File: config.mk
export PLATFORM = sky130hd
export DESIGN_NAME = vx_mem_req_arb
export DESIGN_NICKNAME = d
export VERILOG_FILES = /design/src/rtl/vx_mem_pkg.sv /design/src/rtl/vx_mem_req_arb_rr_arbiter.sv /design/src/rtl/vx_mem_req_arb.sv
export SDC_FILE = /design/constraint.sdc
export NUM_CORES = 1
export LEC_CHECK = 0
export ABC_AREA = 1
export BUFFER_PORTS_ARGS = -buffer_cell sky130_fd_sc_hd__buf_2
export CAP_MARGIN = 20
export CORE_AREA = 2 2 223 225
export CTS_CLUSTER_DIAMETER = 30
export DETAILED_ROUTE_END_ITERATION = 16
export DIE_AREA = 0 0 225 227
export PLACE_DENSITY = 0.51
export SYNTH_ARGS = -nofsm -noshare
export SYNTH_HDL_FRONTEND = slang
export SYNTH_SLANG_ARGS = --single-unit
File: constraint.sdc
create_clock -name clk -period 11.2 [get_ports clk]
set_clock_uncertainty 0.1 [all_clocks]
set_input_delay 0.56 -clock clk [delete_from_list [all_inputs] [get_ports clk]]
set_output_delay 0.56 -clock clk [all_outputs]
set_load 0.03 [all_outputs]
File: src/rtl/vx_mem_pkg.sv
// Shared definitions for the memory request arbiter: index-width helpers and
// the request payload struct shape, which is parameterised through a macro.
`ifndef VX_MEM_PKG_SV
`define VX_MEM_PKG_SV

`define VX_MEM_REQ_T(ds, aw, dw, tw) \
  struct packed { \
    logic            rw; \
    logic [(ds)-1:0] byteen; \
    logic [(aw)-1:0] addr; \
    logic [(dw)-1:0] data; \
    logic [(tw)-1:0] tag; \
  }

package vx_mem_pkg;

  // A single channel needs no index bits.
  function automatic int unsigned log_num_reqs(input int unsigned n);
    return (n > 1) ? $clog2(n) : 0;
  endfunction

  function automatic int unsigned tag_out_width(input int unsigned tag_w, input int unsigned n);
    return tag_w + log_num_reqs(n);
  endfunction

endpackage

`endif

File: src/rtl/vx_mem_req_arb_rr_arbiter.sv
// Round-robin arbiter: first asserted request at or after the pointer wins;
// the pointer moves past the winner only when the grant is consumed.
module vx_rr_arbiter
  import vx_mem_pkg::*;
#(
  parameter int unsigned NUM_REQS     = 4,
  parameter int unsigned LOG_NUM_REQS = 2
) (
  input  logic                    clk,
  input  logic                    reset,
  input  logic [NUM_REQS-1:0]     requests,
  input  logic                    advance,
  output logic                    grant_valid,
  output logic [NUM_REQS-1:0]     grant_onehot,
  output logic [LOG_NUM_REQS-1:0] grant_index
);

  logic [LOG_NUM_REQS-1:0] rr_ptr_q, rr_ptr_d;
  logic [LOG_NUM_REQS:0]   scan_sum;
  logic [LOG_NUM_REQS-1:0] scan_idx;

  always_comb begin
    grant_valid  = 1'b0;
    grant_onehot = '0;
    grant_index  = '0;
    scan_sum     = '0;
    scan_idx     = '0;
    for (int unsigned i = 0; i < NUM_REQS; i++) begin
      // Modulo wrap without a divider; NUM_REQS need not be a power of two.
      scan_sum = {1'b0, rr_ptr_q} + (LOG_NUM_REQS+1)'(i);
      if (scan_sum >= (LOG_NUM_REQS+1)'(NUM_REQS))
        scan_sum = scan_sum - (LOG_NUM_REQS+1)'(NUM_REQS);
      scan_idx = scan_sum[LOG_NUM_REQS-1:0];
      if (!grant_valid && requests[scan_idx]) begin
        grant_valid            = 1'b1;
        grant_index            = scan_idx;
        grant_onehot[scan_idx] = 1'b1;
      end
    end
  end

  always_comb begin
    rr_ptr_d = rr_ptr_q;
    if (advance && grant_valid) begin
      if (grant_index == LOG_NUM_REQS'(NUM_REQS - 1))
        rr_ptr_d = '0;
      else
        rr_ptr_d = grant_index + LOG_NUM_REQS'(1);
    end
  end

  always_ff @(posedge clk) begin
    if (reset) rr_ptr_q <= '0;
    else       rr_ptr_q <= rr_ptr_d;
  end

endmodule

File: src/rtl/vx_mem_req_arb.sv
// N-to-1 memory request arbiter: round-robin select, channel index appended to
// the tag, output registered through a 2-entry elastic buffer.
module vx_mem_req_arb
  import vx_mem_pkg::*;
#(
  parameter  int unsigned NUM_REQS      = 4,
  parameter  int unsigned DATA_WIDTH    = 64,
  parameter  int unsigned ADDR_WIDTH    = 32,
  parameter  int unsigned TAG_WIDTH     = 8,
  localparam int unsigned DATA_SIZE     = DATA_WIDTH / 8,
  localparam int unsigned LOG_NUM_REQS  = log_num_reqs(NUM_REQS),
  localparam int unsigned TAG_OUT_WIDTH = tag_out_width(TAG_WIDTH, NUM_REQS)
) (
  input  logic                             clk,
  input  logic                             reset,
  input  logic [NUM_REQS-1:0]              req_valid_in,
  input  logic [NUM_REQS-1:0]              req_rw_in,
  input  logic [NUM_REQS*DATA_SIZE-1:0]    req_byteen_in,
  input  logic [NUM_REQS*ADDR_WIDTH-1:0]   req_addr_in,
  input  logic [NUM_REQS*DATA_WIDTH-1:0]   req_data_in,
  input  logic [NUM_REQS*TAG_WIDTH-1:0]    req_tag_in,
  output logic [NUM_REQS-1:0]              req_ready_in,
  output logic                             req_valid_out,
  output logic                             req_rw_out,
  output logic [DATA_SIZE-1:0]             req_byteen_out,
  output logic [ADDR_WIDTH-1:0]            req_addr_out,
  output logic [DATA_WIDTH-1:0]            req_data_out,
  output logic [TAG_OUT_WIDTH-1:0]         req_tag_out,
  input  logic                             req_ready_out
);

  typedef `VX_MEM_REQ_T(DATA_SIZE, ADDR_WIDTH, DATA_WIDTH, TAG_OUT_WIDTH) mem_req_t;

  logic                     grant_valid;
  logic [NUM_REQS-1:0]      grant_onehot;
  logic [TAG_WIDTH-1:0]     tag_raw;
  logic [TAG_OUT_WIDTH-1:0] sel_tag;
  logic                     buf_can_accept;
  logic                     enq, deq;
  mem_req_t                 req_sel;

  logic [1:0] count_q, count_d;
  logic       wr_ptr_q, wr_ptr_d;
  logic       rd_ptr_q, rd_ptr_d;
  mem_req_t   mem_q [0:1];
  mem_req_t   mem_d [0:1];

  if (NUM_REQS > 1) begin : g_arb
    logic [LOG_NUM_REQS-1:0] grant_idx;

    vx_rr_arbiter #(
      .NUM_REQS     (NUM_REQS),
      .LOG_NUM_REQS (LOG_NUM_REQS)
    ) u_arb (
      .clk          (clk),
      .reset        (reset),
      .requests     (req_valid_in),
      .advance      (enq),
      .grant_valid  (grant_valid),
      .grant_onehot (grant_onehot),
      .grant_index  (grant_idx)
    );

    assign sel_tag = {tag_raw, grant_idx};
  end else begin : g_pass
    assign grant_valid  = req_valid_in[0];
    assign grant_onehot = req_valid_in;
    assign sel_tag      = tag_raw;
  end

  // One-hot AND-OR payload mux keyed off the arbiter grant.
  always_comb begin
    req_sel        = '0;
    tag_raw        = '0;
    for (int unsigned i = 0; i < NUM_REQS; i++) begin
      if (grant_onehot[i]) begin
        req_sel.rw     = req_rw_in[i];
        req_sel.byteen = req_byteen_in[i*DATA_SIZE +: DATA_SIZE];
        req_sel.addr   = req_addr_in[i*ADDR_WIDTH +: ADDR_WIDTH];
        req_sel.data   = req_data_in[i*DATA_WIDTH +: DATA_WIDTH];
        tag_raw        = req_tag_in[i*TAG_WIDTH +: TAG_WIDTH];
      end
    end
    req_sel.tag = sel_tag;
  end

  // Ready depends only on the current occupancy, never on downstream ready.
  assign buf_can_accept = (count_q != 2'd2) && !reset;
  assign req_ready_in   = grant_onehot & {NUM_REQS{buf_can_accept}};
  assign enq            = grant_valid && buf_can_accept;
  assign deq            = (count_q != 2'd0) && req_ready_out;

  always_comb begin
    mem_d    = mem_q;
    wr_ptr_d = wr_ptr_q;
    rd_ptr_d = rd_ptr_q;
    count_d  = count_q + {1'b0, enq} - {1'b0, deq};
    if (enq) begin
      mem_d[wr_ptr_q] = req_sel;
      wr_ptr_d        = ~wr_ptr_q;
    end
    if (deq) rd_ptr_d = ~rd_ptr_q;
  end

  always_ff @(posedge clk) begin
    if (reset) begin
      count_q  <= '0;
      wr_ptr_q <= '0;
      rd_ptr_q <= '0;
    end else begin
      count_q  <= count_d;
      wr_ptr_q <= wr_ptr_d;
      rd_ptr_q <= rd_ptr_d;
    end
  end

  always_ff @(posedge clk) begin
    mem_q <= mem_d;
  end

  assign req_valid_out  = (count_q != 2'd0);
  assign req_rw_out     = mem_q[rd_ptr_q].rw;
  assign req_byteen_out = mem_q[rd_ptr_q].byteen;
  assign req_addr_out   = mem_q[rd_ptr_q].addr;
  assign req_data_out   = mem_q[rd_ptr_q].data;
  assign req_tag_out    = mem_q[rd_ptr_q].tag;

endmodule
# --- Word level (Yosys, flattened, before mapping) ---
# Index checks and enable logic that the tools add are counted.
totals:
  regBits: 236
  latch_bits: 0
  ram_bits: 0
  mem_bits_ro: 0
  input_bits: 459
  output_inout_bits: 120
  wordCells: 113
  n_memories: 0
op_classes:
  n_addsub: 10
  n_mul: 0
  n_div: 0
  n_lt_le_gt_ge: 15
  n_eq_ne: 2
  n_shift: 0
  muxes: 47
  n_bitwise: 8
  reduce_logical: 17
op_table:
  columns: ["op", "n"]
  rows:
  - ["two-way mux 115 bit", 4]
  - ["two-way mux 105 bit", 4]
  - ["bitwise mux 230 bit", 1]
  - ["demux 115 bit (select 1 bit)", 1]
  - ["two-way mux 8 bit", 4]
  - ["two-way mux 2 bit", 9]
  - ["two-way mux 4 bit", 4]
  - ["logical AND 1 bit", 12]
  - ["less-than comparator 2 x 3 -> 1 bit, second input constant", 4]
  - ["two-way mux 1 bit", 12]
  - ["bitwise OR 4 bit", 3]
  - ["greater-or-equal comparator 3 bit, second input constant", 3]
  - ["binary-select mux 1 bit (select 2 bit)", 4]
  - ["demux 1 bit (select 2 bit)", 4]
  - ["greater-or-equal comparator 2 x 1 -> 1 bit, second input constant", 4]
  - ["subtractor 2 x 1 -> 2 bit, second input constant", 4]
  - ["adder 2 x 2 -> 3 bit, second input constant", 2]
  - ["AND 4 bit", 1]
  - ["greater-or-equal comparator 2 bit, second input constant", 2]
  - ["zero test 1 bit", 4]
  - ["NOT 1 -> 2 bit", 2]
  - ["adder 2 x 1 -> 3 bit, second input constant", 1]
  - ["greater-or-equal comparator 2 x 3 -> 1 bit, second input constant", 1]
  - ["adder 2 x 1 -> 2 bit", 1]
  - ["7 further kinds", 8]

# --- Logic depth before layout (Yosys ltp) ---
# Gate-level depths: netlist (run 1).
logic_depth:
  word_depth: 19
  ltp_mapped: 15
  ltp_nobuf: 14

# --- By module ---
# A second synthesis (run 1) with hierarchy kept.
unflattened:
  hier_cells: 1597
  hier_area_um2: 12849.8
modules_own_cells:
  columns: ["module", "instances", "cells_per_inst", "area_each_um2", "seq_area_each_um2"]
  rows:
  - ["vx_mem_req_arb", 1, 1510, 12221.7, 6986.7]
  - ["vx_rr_arbiter", 1, 87, 628.1, 40.0]

# --- Worst setup path before layout (run 1) ---
# Ideal clock, no wire load.
synth_timing:
  kind: "register to register"
  from: "register with a tool-made name"
  to: "register mem_q[0] in the netlist's numbering (enable)"
  t_arrival_ps: 6344
  t_required_ps: 10508
  path_slack_ps: 4164
  path_stages_with_launch: 11
  cell_sequence: "dfxtp_1 inv_2 ha_1 inv_1 nand3_1 nand2_1 nand2_2 nor2_1 nand2_1 nand2_1 nor2_1"
synth_rtl:
  columns: ["item", "line_no", "rtl"]
  rows:
  - ["to (signal assigned)", "vx_mem_req_arb.sv:118", "mem_q <= mem_d;"]
  - ["to (decl)", "vx_mem_req_arb.sv:45", "mem_req_t mem_q [0:1];"]

==> results.sh, run 1 <==
export IMPL_cts_htree_levels=2
export IMPL_cts_hold_buf=0
export IMPL_port_buffers=578
export IMPL_syn_to_final_growth_pct=36.9
export IMPL_critPathLaunchType="flip-flop"
export IMPL_fmax_mhz=206
export IMPL_num_fill_cells=5128
export IMPL_grt_overflow_total=0
export IMPL_worstPathArrival_ns=4.18
export IMPL_ys_warn_count=0
export IMPL_globalplace_congestion=0.889
export IMPL_cts_path_max_buffers=3
export IMPL_grt_pass1_wl_mm=73.5
export IMPL_numCtsBuffers=57
export IMPL_dieHeight_um=227
export IMPL_synth_area_leaders="edfxtp_1, nand2_1, a21oi_1, inv_1, buf_2"
export IMPL_dieArea_mm2=0.0511
export IMPL_drtPass1Iterations=6
export IMPL_final_layout_size_suffix_gt1_share_pct=27.9
export IMPL_syn_inst=1949
export IMPL_syn_nets=2417
export IMPL_finalSetupViolations=0
export IMPL_grt_pass1_vias=13700
export IMPL_start_util_pct=29.2
export IMPL_rsz0062_at_grt="false"
export IMPL_layout_common_cells="nand2_1, buf_2, inv_1, a21oi_1, edfxtp_1"
export IMPL_netlist_area_leader_share_pct=48.7
export IMPL_synth_distinct_cells=29
export IMPL_fp_row_count=81
export IMPL_min_period_ns=4.84
export IMPL_status="finished clean"
export IMPL_critPathKind="reg -> out"
export IMPL_slowest_delay_ns=0.63
export IMPL_core_region_area_mm2=0.0485
export IMPL_worstSetupEndpointType="output pin"
export IMPL_wire_per_inst_um=15.6
export IMPL_crit_path_top_delay_cell="buf_4"
export IMPL_final_setup_tns_ns=0
export IMPL_grtUsageTotal_pct=18.5
export IMPL_yosysTopAreaCell="edfxtp_1"
export IMPL_seq_area_frac_synth_pct=49.5
export IMPL_pin_count=579
export IMPL_cp_required_ns=10.54
export IMPL_powerDensity_mw_per_mm2=415
export IMPL_layoutNonFillerInstCount=3161
export IMPL_critPathTopFamily="buffers and inverters"
export IMPL_power_leakage_nw=10.8
export IMPL_grt_max_degree=100
export IMPL_cp_num_buf_inv=6
export IMPL_crit_chain="inv_2, ha_1, inv_1, nand3_1, nand2_1, nor2_1, a21oi_1, nand3_4, buf_4, buf_4, nand2_1, inv_1, buf_2"
export IMPL_ir_worst_vdd_uv=298
export IMPL_dp_hpwl_mm=35.1
export IMPL_die_x_um=225
export IMPL_finalHoldViolCount=0
export IMPL_slew_headroom_pct=32.0
export IMPL_nNetsFinal=2957
export IMPL_synth_area_mm2=0.0142
export IMPL_ys_ff_latch=236
export IMPL_drtIter0Drc=726
export IMPL_ant_nets=0
export IMPL_max_cap_violations=0
export IMPL_drv_slew=0
export IMPL_ctsResizeCount=0
export IMPL_post_place_cells=3052
export IMPL_clkSinkCount=236
export IMPL_final_common_cell="nand2_1"
export IMPL_clk_latency_ns=0.56
export IMPL_avgSynthCellArea_um2=7.28
export IMPL_tightest_slew_ns=1.02
export IMPL_cp_max_fo=65
export IMPL_wl_mm=49.4
export IMPL_drc=0
export IMPL_via_per_inst=4.46
export IMPL_cts_setup_buffers=0
export IMPL_hold_path_class="in -> reg"
export IMPL_cts_tree="done"
export IMPL_clk_pin_slew_ns=0.05
export IMPL_antenna_found_initial=5
export IMPL_clock_root_buffer="clkbuf_16"
export IMPL_fin_crit_sh_pct=43.3
export IMPL_vias=14100
## sequential cells by signal, indices dropped and copies added, names as in the netlist, named ones only
signal and count:
count_q 2, wr_ptr_q 1, g_arb.u_arb.rr_ptr_q 1, mem_q 230
rd_ptr_q 1
## metal layers
metal	track usage (%)	share of wire (%)
met4	7.33	2.7
met3	3.36	4.9
met5	0	0.014
met2	33.0	52
met1	22.2	41
## path summary, 6_finish.rpt
path,start,to,slack (ns),depth (start not counted)
setup / recovery,flip-flop,req_ready_in[1],6.36,13
hold / removal,reset,rd_ptr_q,0.14,2
setup reg to reg,flip-flop,mem_q[158],7.11,12
hold reg to reg,wr_ptr_q,wr_ptr_q,0.44,2
## per-stage QoR
step / cell area, um^2 / worst slack, ns / power [mW] / util, % / hold slack (ns)
floorplan: 14200 / 4.16 / 5.22 / - / 0.381
global placement: 17500 / 7.00 / 6.45 / 36.1 / 0.412
detailed placement: 17500 / 6.90 / 6.53 / 36.1 / 0.427
CTS: 19400 / 6.29 / 8.17 / 40.0 / 0.105
global route: 19400 / 5.94 / 8.72 / 40.0 / 0.131
finish: 19400 / 6.36 / 8.07 / 40.0 / 0.145
## cells by family (layout without fill, tap and decap cells)
group	Yosys count	in the layout	share of synthesized area, %
fa+ha+maj	9	9	0.793
buf+inv	475	1060	13.4
simple gates	875	875	23.7
flops	236	236	49.5
xor+xnor	1	1	0.0617
compound gates	353	353	12.5
other cells	0	5	0
## area by class of cell
type                            instances  area (um^2)  share of cell area, %
Inverter                              364         1370                   7.06
Sequential cell                       236         7030                   36.2
Clock buffer                           63         1450                   7.46
Clock inverter                         41          470                   2.42
Timing Repair Buffer                  592         3000                   15.4
Antenna cell                            5         12.5                 0.0644
Tap cell                              622          778                   4.00
Multi-Input combinational cell       1238         5320                   27.4
## power breakdown
group	switching, mW	internal (mW)	leakage [nW]	total [mW]
Clock	0.487	1.13	0.930	1.61
Sequential	0.111	1.85	2.22	1.96
Combinational	3.24	1.25	7.62	4.50
Total	3.84	4.23	10.8	8.07
## synthesized netlist by cell type (all sizes together)
cell    number
a22oi        1
nand3       12
nand4        3
nor2        12
a31oi        1
dfxtp        6
or2          1
nand2      844
edfxtp     230
xor2         1
inv        364
nor3b        1
nor3         2
buf         74
a21boi       3
a21oi      343
ha           9
clkbuf      37
o21ai        5
## worst register-to-register path: stages, from the launching register on
cell	delay (ns)
dfxtp_1	0.54
inv_2	0.18
ha_1	0.39
inv_1	0.13
nand3_1	0.08
nand2_1	0.12
nand2_2	0.11
nor2_2	0.17
nand2_1	0.12
nand3_4	0.58
buf_4	0.84
a21oi_1	0.19
a21oi_1	0.34
Note: power is estimated with default switching activity, not from simulation.
==> inputs of run 2 (changes only) <==
- CORE_AREA: 2 2 223 225 -> 2 2 222 224
- DIE_AREA: 0 0 225 227 -> 0 0 224 226
- PLACE_DENSITY: 0.51 -> 0.53
- clock period: 11.2 -> 4.4 ns (I/O delays scaled with it)
==> results.sh, run 2 (same netlist as run 1, synthesis figures left out) <==
export IMPL_slowest_delay_ns=0.58
export IMPL_drtIter0Drc=904
export IMPL_dieArea_mm2=0.0506
export IMPL_fin_area_mm2=0.0219
export IMPL_clock_root_buffer="clkbuf_16"
export IMPL_start_util_pct=29.4
export IMPL_cpMostUsedCell="nand2_1"
export IMPL_vias=15300
export IMPL_final_seq_area_mm2=0.00703
export IMPL_fp_row_count=81
export IMPL_grtUsageTotal_pct=20.2
export IMPL_ant_nets=0
export IMPL_wl_mm=53.8
export IMPL_rsz0062_at_grt="false"
export IMPL_fin_crit_sh_pct=92.1
export IMPL_dieHeight_um=226
export IMPL_status="finished clean"
export IMPL_nNetsFinal=3168
export IMPL_cts_setup_buffers=0
export IMPL_powerDensity_mw_per_mm2=1070
export IMPL_ir_worst_vdd_uv=735
export IMPL_grt_pass1_vias=14800
export IMPL_min_path_cells=3
export IMPL_die_x_um=224
export IMPL_syn_to_final_growth_pct=54.2
export IMPL_port_buffers=578
export IMPL_critPathKind="reg -> reg"
export IMPL_tightest_slew_ns=0.975
export IMPL_fmax_mhz=247
export IMPL_drc=0
export IMPL_drv_slew=0
export IMPL_min_period_ns=4.05
export IMPL_cp_required_ns=4.62
export IMPL_numCtsBuffers=60
export IMPL_grt_overflow_total=0
export IMPL_clk_pin_slew_ns=0.05
export IMPL_globalplace_congestion=0.944
export IMPL_max_cap_violations=0
export IMPL_antenna_found_initial=6
export IMPL_num_fill_cells=4851
export IMPL_min_to="mem_q[78]"
export IMPL_cp_max_fo=64
export IMPL_rrSetupSlack_ns=0.35
export IMPL_worstPathArrival_ns=4.27
export IMPL_multi_input_area_mm2=0.00532
export IMPL_layout_common_cells="nand2_1, buf_2, inv_1, a21oi_1, edfxtp_1"
export IMPL_largest_reg_flops=230
export IMPL_cts_path_max_buffers=3
export IMPL_crit_path_top_delay_cell="dlygate4sd3_1"
export IMPL_grt_pass1_wl_mm=79.7
export IMPL_drtPass1Iterations=7
export IMPL_regMostFlops="mem_q"
export IMPL_dp_hpwl_mm=36.5
export IMPL_clkSinkCount=236
export IMPL_whs_ns=0.0291
export IMPL_hold_path_class="in -> reg"
export IMPL_cts_htree_levels=2
export IMPL_fin_util_pct=45.3
export IMPL_placed_area_mm2=0.0177
export IMPL_final_common_cell="nand2_1"
export IMPL_core_region_area_mm2=0.0483
export IMPL_layoutNonFillerInstCount=3377
export IMPL_cts_tree="done"
export IMPL_slew_headroom_pct=35.0
export IMPL_crit_chain="inv_2, ha_1, inv_1, nand3_1, nand2_1, nand2_2, nor2_2, nand2_1, nand3_4, buf_12, buf_4, a21oi_1, nand2_1, a21oi_1, dlygate4sd3_1"
export IMPL_r2r_cells=15
export IMPL_via_per_inst=4.54
export IMPL_post_place_cells=3061
export IMPL_critPathLaunchType="flip-flop"
export IMPL_worstHoldStart="req_addr_in[68]"
export IMPL_clk_latency_ns=0.59
export IMPL_final_layout_size_suffix_gt1_share_pct=26.6
export IMPL_wire_per_inst_um=15.9
export IMPL_finalHoldViolCount=0
export IMPL_worstSetupEndpointType="flip-flop"
export IMPL_top_regs="mem_q: 230 flops, count_q: 2 flops"
export IMPL_power_leakage_nw=11.8
export IMPL_r2r_end="mem_q[151]"
export IMPL_grt_max_degree=140
export IMPL_pin_count=579
export IMPL_finalSetupViolations=0
[run 2: per-layer routing]
metal,part of all wire (%),routed length (um),GRT usage [%],up-vias
met3,6.8,3680,4.15,115
li1,-,-,-,7564
met5,0.095,51,0,-
met2,50,27000,36.2,589
met4,3.0,1620,7.10,8
met1,40,21500,23.8,7050
[run 2: critical path: cells and delay by family (launching register included)]
kind | cells | cell delay [ns]
simple gates | 7 | 1.00
compound gates | 2 | 0.14
fa+ha+maj | 1 | 0.39
flops | 1 | 0.55
buf+inv | 5 | 1.49
[run 2: metrics by stage]
stage / setup TNS (ns) / total power [mW] / worst slack, ns
after floorplan: -159.02 / 13.2 / -0.699
after global placement: 0 / 16.6 / 1.03
after detailed placement: 0 / 16.7 / 0.935
after CTS: 0 / 23.5 / 0.383
after global routing: 0 / 25.2 / 0.0701
final: 0 / 23.5 / 0.349
[run 2: final cells by class]
type,instances,share of cell area [%]
clock inverter,52,3.10
clock buffer,62,6.90
tap,622,3.56
antenna,3,0.0343
inverter,364,6.27
multi-input combinational,1238,24.3
timing repair buffer,800,23.7
sequential,236,32.1
[run 2: power breakdown]
part	total [mW]	switching, mW	internal [mW]
combinational	13.9	8.73	5.16
clock	4.68	1.42	3.26
sequential	4.93	0.234	4.70
[run 2: worst max path at each step]
| stage | endpoint | cells after the start | slack (ns) | start |
|---|---|---|---|---|
| after floorplan | mem_q[0] | 10 | -0.70 | flip-flop |
| after global placement | mem_q[162] | 13 | 1.03 | flip-flop |
| after detailed placement | mem_q[47] | 13 | 0.93 | flip-flop |
| after CTS | mem_q[150] | 15 | 0.38 | flip-flop |
| after global routing | mem_q[151] | 15 | 0.07 | flip-flop |
| final | mem_q[151] | 15 | 0.35 | flip-flop |
[run 2: repair_timing]
action	CTS	global route
hold endpoints to repair	228	0
gates resized for setup	0	0
hold buffers	199	0
==> inputs of run 3 (changes only) <==
- CORE_AREA: 2 2 222 224 -> 2 2 226 228
- DIE_AREA: 0 0 224 226 -> 0 0 228 230
- PLACE_DENSITY: 0.53 -> 0.5
- clock period: 4.4 -> 3.8 ns (I/O delays scaled with it)
==> results.sh, run 3 (same netlist as run 1, synthesis figures left out) <==
export IMPL_grt_overflow_total=0
export IMPL_drtPass1Iterations=5
export IMPL_grt_max_degree=92
export IMPL_final_layout_size_suffix_gt1_share_pct=26.7
export IMPL_critPathLaunchType="flip-flop"
export IMPL_cts_tree="done"
export IMPL_drtIter0Drc=1055
export IMPL_regMostFlops="mem_q"
export IMPL_cp_max_fo=28
export IMPL_critPathTopFamily="buffers and inverters"
export IMPL_wire_per_inst_um=16.7
export IMPL_fin_util_pct=45.2
export IMPL_clk_latency_ns=0.56
export IMPL_port_buffers=578
export IMPL_critPathKind="reg -> reg"
export IMPL_finalHoldViolCount=0
export IMPL_powerDensity_mw_per_mm2=1270
export IMPL_status="finished clean"
export IMPL_final_setup_tns_ns=0
export IMPL_tightest_slew_ns=0.955
export IMPL_numCtsBuffers=69
export IMPL_hold_path_class="in -> reg"
export IMPL_cts_path_max_buffers=3
export IMPL_fp_row_count=82
export IMPL_crit_path_top_delay_cell="dlygate4sd3_1"
export IMPL_min_period_ns=3.54
export IMPL_clock_root_buffer="clkbuf_16"
export IMPL_rsz0062_at_grt="false"
export IMPL_cp_required_ns=4.00
export IMPL_dieHeight_um=230
export IMPL_worstSetupEndpointType="flip-flop"
export IMPL_dp_hpwl_mm=38.8
export IMPL_clkSinkCount=236
export IMPL_finalSetupViolations=0
export IMPL_max_cap_violations=0
export IMPL_cp_num_buf_inv=5
export IMPL_largest_reg_flops=230
export IMPL_cpMostUsedCell="nand2_1"
export IMPL_worstPathArrival_ns=3.74
export IMPL_slew_headroom_pct=36.4
export IMPL_ant_nets=0
export IMPL_die_x_um=228
export IMPL_core_region_area_mm2=0.0499
export IMPL_grt_pass1_vias=15700
export IMPL_grt_pass1_wl_mm=85.2
export IMPL_syn_to_final_growth_pct=58.7
export IMPL_wl_mm=58.2
export IMPL_vias=15700
export IMPL_layout_common_cells="nand2_1, buf_2, inv_1, a21oi_1, edfxtp_1"
export IMPL_cts_htree_levels=3
export IMPL_drc=0
export IMPL_antenna_found_initial=7
export IMPL_power_leakage_nw=12.2
export IMPL_grtUsageTotal_pct=20.7
export IMPL_final_common_cell="nand2_1"
export IMPL_pin_count=579
export IMPL_start_util_pct=28.5
export IMPL_nNetsFinal=3215
export IMPL_globalplace_congestion=0.927
export IMPL_dieArea_mm2=0.0524
export IMPL_ir_worst_vdd_uv=557
export IMPL_clk_pin_slew_ns=0.04
export IMPL_via_per_inst=4.52
export IMPL_drv_slew=0
export IMPL_crit_chain="inv_1, ha_1, inv_1, nand3_1, nand2_1, nand2_2, nor2_2, nand2_1, nand3_4, buf_12, buf_4, a21oi_1, nand2_1, a21oi_1, dlygate4sd3_1"
export IMPL_fmax_mhz=282
export IMPL_top_regs="mem_q: 230 flops, count_q: 2 flops"
export IMPL_fin_crit_sh_pct=93.2
export IMPL_slowest_delay_ns=0.57
[run 3: cell count changes in the layout (fill, tap and decap cells not counted), moves of 2 or more]
cell           previous run  this run
nand2_1                 839       837
bufinv_16                13         8
clkinv_4                  7         0
dlygate4sd3_1           199       210
clkbuf_1                  2        12
dfxtp_1                   5         3
buf_12                   10        17
clkinvlp_4               14         1
clkbuf_16                60        73
buf_16                    0         4
diode_2                   3         6
nand2_2                   4         6
buf_4                    13        25
clkinv_1                  6        22
[run 3: worst reg2reg max path, stage by stage, from the launching register on]
cell	delay, ns
dfxtp_2	0.38
inv_1	0.16
ha_1	0.38
inv_1	0.14
nand3_1	0.09
nand2_1	0.14
nand2_2	0.11
nor2_2	0.20
nand2_1	0.13
nand3_4	0.10
buf_12	0.16
buf_4	0.34
a21oi_1	0.14
nand2_1	0.09
a21oi_1	0.06
dlygate4sd3_1	0.57
[run 3: area by class of cell]
cell class / instances / area (um^2)
tap: 672 / 841
clock inverter: 42 / 412
antenna: 6 / 15.0
timing repair buffer: 837 / 5710
fill: 4994 / 27300
sequential: 236 / 7040
clock buffer: 82 / 1800
multi-input combinational: 1239 / 5350
inverter: 364 / 1370
[run 3: repair_timing]
action / 4_1_cts / 5_1_grt
resized for setup: 0 / 9
hold buffers: 210 / 0
hold endpoints to repair: 230 / 0
buffers inserted: 0 / 12
endpoints found under the setup margin: 0 / 190
[run 3: metrics by stage]
stage               total power, mW  cell area [um^2]  std cells  hold WS [ns]  setup WS (ns)
detailed placement             19.8             18000       3122         0.372          0.607
CTS                            28.0             22300       3456       0.00125         0.0478
global placement               19.6             18000       3122         0.366          0.633
floorplan                      15.3             14200       1949         0.152         0.0581
finish                         28.6             22500       3478        0.0278          0.259
global route                   30.5             22500       3477        0.0246        0.00420
[run 3: final timing paths]
| path | from | endpoint | slack [ns] | cells after the start |
|---|---|---|---|---|
| worst max-delay path | g_arb.u_arb.rr_ptr_q[1] | mem_q[219] | 0.26 | 15 |
| worst min-delay path | req_addr_in[104] | mem_q[82] | 0.03 | 5 |
| worst max register to register | g_arb.u_arb.rr_ptr_q[1] | mem_q[219] | 0.26 | 15 |
| worst min register to register | count_q[1] | count_q[1] | 0.44 | 2 |
[run 3: report_power, final]
part           switching, mW  internal (mW)  leakage [nW]  total (mW)
logic                   10.5           6.88          8.86        17.4
registers              0.268           5.45          2.22        5.72
clock network           1.59           3.85          1.07        5.44
[run 3: per-layer routing]
| layer | part of all wire (%) | up-vias | global-route usage, % | wire length [um] |
|---|---|---|---|---|
| li1 | - | 7678 | - | - |
| met5 | 0.019 | - | 0 | 11 |
| met2 | 51 | 561 | 36.9 | 29600 |
| met1 | 40 | 7402 | 24.5 | 23300 |
| met4 | 2.5 | 2 | 7.27 | 1480 |
| met3 | 6.5 | 92 | 4.71 | 3760 |
